File: config.mk
export PLATFORM = sky130hd
export DESIGN_NAME = kernel_exec_profiler
export DESIGN_NICKNAME = d
export VERILOG_FILES = /design/src/rtl/kernel_exec_profiler_pkg.sv /design/src/rtl/kernel_exec_profiler_ch.sv /design/src/rtl/kernel_exec_profiler.sv
export SDC_FILE = /design/constraint.sdc
export NUM_CORES = 1
export LEC_CHECK = 0
export BUFFER_PORTS_ARGS = -buffer_cell sky130_fd_sc_hd__buf_2
export CAP_MARGIN = 25
export CORE_ASPECT_RATIO = 1.5
export CORE_MARGIN = 2
export CORE_UTILIZATION = 40
export DETAILED_ROUTE_END_ITERATION = 8
export GPL_TIMING_DRIVEN = 0
export PLACE_DENSITY = 0.62
export SLEW_MARGIN = 20
export SYNTH_ARGS = -nofsm -noshare
export SYNTH_HDL_FRONTEND = slang
export SYNTH_HIERARCHICAL = 1
export SYNTH_SLANG_ARGS = --single-unit
export TNS_END_PERCENT = 50
File: constraint.sdc
create_clock -name clk_i -period 6.53 [get_ports clk_i]
set_input_delay 0.9795 -clock clk_i [delete_from_list [all_inputs] [get_ports clk_i]]
set_output_delay 0.9795 -clock clk_i [all_outputs]
set_load 0.01 [all_outputs]
File: src/rtl/kernel_exec_profiler_pkg.sv
// Shared types for the kernel execution profiler.
// Build option: KEP_ACCUMULATE_EN (accumulate across runs).
package kernel_exec_profiler_pkg;

  typedef enum logic [1:0] {
    PROFILE,
    FREEZE,
    REPORT,
    DONE
  } kep_state_e;

  localparam int unsigned KepRunsW   = 8;
  localparam int unsigned KepFlagsW  = 3;
  localparam int unsigned KepChW     = 8;
  localparam int unsigned KepCntMaxW = 64;

  localparam int unsigned FlagInc   = 0;
  localparam int unsigned FlagSat   = 1;
  localparam int unsigned FlagMulti = 2;

  // Widest-case record; the top trims fields to its parameters.
  typedef struct packed {
    logic [KepChW-1:0]     ch;
    logic [KepCntMaxW-1:0] cycles;
    logic [KepRunsW-1:0]   runs;
    logic [KepFlagsW-1:0]  flags;
  } kep_rpt_t;

endpackage

File: src/rtl/kernel_exec_profiler_ch.sv
// One profiled channel: edge detect, saturating cycle/run counters, flags.
// Build option: KEP_ACCUMULATE_EN keeps the count across rises.
module kernel_exec_profiler_ch
  import kernel_exec_profiler_pkg::*;
#(
  parameter int unsigned CNT_W       = 32,
  parameter int unsigned TAIL_CYCLES = 5,
  parameter int unsigned CH_IDX      = 0
) (
  input  logic     clk_i,
  input  logic     rst_ni,
  input  logic     busy_i,
  input  logic     freeze_i,
  input  logic     snap_i,
  output kep_rpt_t rpt_o
);

`ifdef KEP_ACCUMULATE_EN
  localparam bit Accum = 1'b1;
`else
  localparam bit Accum = 1'b0;
`endif

  localparam logic [CNT_W:0] OneAdd  = (CNT_W+1)'(1);
  localparam logic [CNT_W:0] TailAdd = (CNT_W+1)'(TAIL_CYCLES);

  logic                busy_q, busy_d;
  logic [CNT_W-1:0]    cnt_q, cnt_d;
  logic [CNT_W-1:0]    base;
  logic [CNT_W:0]      sum;
  logic [KepRunsW-1:0] runs_q, runs_d;
  logic                sat_q, sat_d;
  logic                inc_q, inc_d;
  logic                rise, fall;

  assign rise = busy_i & ~busy_q;
  assign fall = ~busy_i & busy_q;

  always_comb begin
    busy_d = busy_q;
    cnt_d  = cnt_q;
    runs_d = runs_q;
    sat_d  = sat_q;
    inc_d  = inc_q;
    base   = (rise && !Accum) ? '0 : cnt_q;
    sum    = {1'b0, base} + (busy_i ? OneAdd : TailAdd);
    if (!freeze_i) begin
      busy_d = busy_i;
      if (busy_i || fall) begin
        if (sum[CNT_W]) begin
          cnt_d = '1;
          sat_d = 1'b1;
        end else begin
          cnt_d = sum[CNT_W-1:0];
        end
      end
      if (fall && runs_q != '1) begin
        runs_d = runs_q + KepRunsW'(1);
      end
    end
    if (snap_i) begin
      inc_d = busy_q;
    end
  end

  always_ff @(posedge clk_i or negedge rst_ni) begin
    if (!rst_ni) begin
      busy_q <= 1'b0;
      cnt_q  <= '0;
      runs_q <= '0;
      sat_q  <= 1'b0;
      inc_q  <= 1'b0;
    end else begin
      busy_q <= busy_d;
      cnt_q  <= cnt_d;
      runs_q <= runs_d;
      sat_q  <= sat_d;
      inc_q  <= inc_d;
    end
  end

  always_comb begin
    rpt_o                  = '0;
    rpt_o.ch               = KepChW'(CH_IDX);
    rpt_o.cycles           = KepCntMaxW'(cnt_q);
    rpt_o.runs             = runs_q;
    rpt_o.flags[FlagInc]   = inc_q;
    rpt_o.flags[FlagSat]   = sat_q;
    rpt_o.flags[FlagMulti] = (runs_q >= KepRunsW'(2));
  end

endmodule

File: src/rtl/kernel_exec_profiler.sv
// Kernel execution profiler: per-channel counters plus freeze/report FSM.
// Build option: KEP_ACCUMULATE_EN (sum all runs instead of last run).
module kernel_exec_profiler
  import kernel_exec_profiler_pkg::*;
#(
  parameter int unsigned NUM_CH      = 2,
  parameter int unsigned CNT_W       = 32,
  parameter int unsigned TAIL_CYCLES = 5,
  localparam int unsigned IdxW = (NUM_CH > 1) ? $clog2(NUM_CH) : 1
) (
  input  logic                clk_i,
  input  logic                rst_ni,
  input  logic [NUM_CH-1:0]   busy_i,
  input  logic                exit_valid_i,
  output logic                rpt_valid_o,
  input  logic                rpt_ready_i,
  output logic [IdxW-1:0]     rpt_ch_o,
  output logic [CNT_W-1:0]    rpt_cycles_o,
  output logic [KepRunsW-1:0] rpt_runs_o,
  output logic [2:0]          rpt_flags_o,
  output logic                done_o
);

  localparam logic [IdxW-1:0] LastIdx = IdxW'(NUM_CH - 1);

  kep_state_e      state_q;
  logic [IdxW-1:0] idx_q;
  logic            valid_q;
  logic            done_q;
  logic            freeze;
  logic            snap;
  kep_rpt_t        rec [NUM_CH];
  kep_rpt_t        cur;
  logic            unused_cur;

  assign freeze = (state_q != PROFILE);
  assign snap   = (state_q == FREEZE);

  for (genvar g = 0; g < NUM_CH; g++) begin : g_ch
    kernel_exec_profiler_ch #(
      .CNT_W      (CNT_W),
      .TAIL_CYCLES(TAIL_CYCLES),
      .CH_IDX     (g)
    ) u_ch (
      .clk_i   (clk_i),
      .rst_ni  (rst_ni),
      .busy_i  (busy_i[g]),
      .freeze_i(freeze),
      .snap_i  (snap),
      .rpt_o   (rec[g])
    );
  end

  always_ff @(posedge clk_i or negedge rst_ni) begin
    if (!rst_ni) begin
      state_q <= PROFILE;
      idx_q   <= '0;
      valid_q <= 1'b0;
      done_q  <= 1'b0;
    end else begin
      unique case (state_q)
        PROFILE: begin
          if (exit_valid_i) state_q <= FREEZE;
        end
        FREEZE: begin
          state_q <= REPORT;
          idx_q   <= '0;
          valid_q <= 1'b1;
        end
        REPORT: begin
          if (rpt_ready_i) begin
            if (idx_q == LastIdx) begin
              state_q <= DONE;
              valid_q <= 1'b0;
              done_q  <= 1'b1;
            end else begin
              idx_q <= idx_q + IdxW'(1);
            end
          end
        end
        DONE: begin
          state_q <= DONE;
        end
        default: state_q <= PROFILE;
      endcase
    end
  end

  assign cur        = rec[idx_q];
  assign unused_cur = ^cur;

  // Payload is gated so idle outputs read zero, including under reset.
  assign rpt_valid_o  = valid_q;
  assign rpt_ch_o     = valid_q ? cur.ch[IdxW-1:0] : '0;
  assign rpt_cycles_o = valid_q ? cur.cycles[CNT_W-1:0] : '0;
  assign rpt_runs_o   = valid_q ? cur.runs : '0;
  assign rpt_flags_o  = valid_q ? cur.flags : '0;
  assign done_o       = done_q;

endmodule

==> results.toml <==
[place]
place_ws_ns = 2.17
place_congestion = 0.922
hpwl_um = 14300
io_buffers = 51

[floorplan]
core_um2 = 14900
num_rows = 55
die_area_um2 = 16100
initial_core_util = 0.404
die_w_um = 104
die_h_um = 154
design.portCount = 52

[clock_tree]
cts_max_path_buffers = 2
cts_sinks = 91
ctsResizeCount = 0
cts_hold_buf = 0
numCtsBuffers = 9
cts_tree = "done"
htreeDepth = 3
cts.clk_slew.worst_paths_ns = 0.07
postCtsSetupBuffers = 0
clk-insertion-delay-late_ns = 0.35
cts_root_buf = "clkbuf_16"

[timing]
period_needed_ns = 4.12
skew_ns = 0.00730
timing.fmax_mhz = 242
tns_ns = 0
hold_viol = 0
holdWs_ns = 0.467
rsz0062_at_grt = "false"
fin_ws_ns = 2.41
period_share = 0.632
max_slew_margin = 0.396
drv_slew = 0
finalSetupViolCount = 0
worst_pin_slew_ns = 0.902

[setup_path]
path_max_fanout = 10
criticalPathCategory = "in2reg"
cp-end-kind = "register"
start_kind = "input pin"
worstPathRequired_ns = 6.79
worstPathArrival_ns = 4.39

[pwr]
vdd_drop_max_mv = 0.149
leakagePower_nw = 3.16
power.total_mw = 1.63
p_per_area_nw_per_um2 = 236

[finish]
finalNetCount = 791
diodes = 0
area_growth_pct = 14.7
utilization = 0.463
drive_gt1_frac = 0.137

[drt]
post_drt_wl_per_cell_um = 19.5
antenna_left = 0
vias_per_cell = 6.03
vias = 5919
drc_errors = 0
drt-initial-drc-count = 498
wl_um = 19100
firstDrtPassIters = 5

[global_routing]
grt_overflow = 0
grt_max_degree = 67
antenna_found_initial = 0
grt.total_usage = 0.241
grt_pass1_wl_um = 30700
grt_pass1_vias = 5757

[worst_hold_path]
hp-class = "reg2reg"

[run]
cap_violations = 0

[synthesis]
netlist_area_um2 = 6030
synth_warnings = 6
postSynthAreaPerCell_um2 = 8.44
syn-instance-count = 714
synth_nets = 728

[outcome]
status = "finished clean"
[placed cells by master (no fill, tap or decap), drive strengths merged, types with 10 or more instances in the layout]
cell type  count
a21oi         37
a31oi         32
and2          10
and3          18
buf           72
clkbuf        25
dfrtp         91
inv           18
mux2i         44
nand2         69
nand3         44
nand4         16
nor2          51
nor2b         48
nor3          29
nor4          10
o21ai         68
xnor2         14
[per-layer routing]
metal  GRT usage  vias to the layer above  part of all wire
met5           0                        -                 0
met4       0.105                        0             0.035
met3      0.0371                       55             0.059
met2       0.425                      297              0.50
met1       0.289                     2842              0.40
li1            -                     2725                 -
[report_power, final]
part	internal, mW	total [mW]	switching, mW
logic	0.169	0.383	0.214
registers	0.593	0.629	0.0368
clock network	0.377	0.618	0.241
[per-stage QoR]
| stage | std cells | area, um^2 |
|---|---|---|
| after floorplan | 714 | 6030 |
| after global placement | 964 | 6530 |
| after detailed placement | 965 | 6570 |
| after CTS | 981 | 6910 |
| after global routing | 981 | 6910 |
| final | 981 | 6910 |
[sequential cells by signal, indices dropped and copies added (netlist names)]
signal            cells
g_ch.u_ch/runs_q     16
g_ch.u_ch/busy_q      2
state_q               2
g_ch.u_ch/inc_q       2
g_ch.u_ch/cnt_q      64
g_ch.u_ch/sat_q       2
done_o                1
idx_q                 1
rpt_valid_o           1
[layout make-up]
type	instances	area (um^2)
clock inverter	7	124
sequential	91	2280
fill	1486	8020
timing repair buffer	52	289
inverter	17	63.8
buffer	36	214
tap	199	249
clock buffer	9	225
multi-input combinational	570	3470
[worst paths after layout]
kind	from	end	slack (ns)	cells after the start
worst max-delay path	busy_i[1]	g_ch[1].u_ch/cnt_q[8]	2.41	13
max in group asynchronous	rst_ni	g_ch[1].u_ch/cnt_q[1]	5.43	2
worst max register to register	g_ch[1].u_ch/busy_q	g_ch[1].u_ch/cnt_q[8]	2.62	12
min in group asynchronous	rst_ni	state_q[1]	0.49	1
worst min register to register	done_o	done_o	0.47	1
worst min-delay path	done_o	done_o	0.47	1
[critical path, cell delays in order]
cell	delay, ns
buf_2	0.15
nand2b_1	0.10
clkbuf_1	0.41
clkbuf_1	0.46
and2_1	0.23
ha_1	0.22
a21oi_1	0.11
nor3_1	0.63
nand3_1	0.29
nor3_2	0.20
buf_4	0.22
nor2_2	0.13
a31oi_1	0.25
Power figures use the tool's default switching activity.
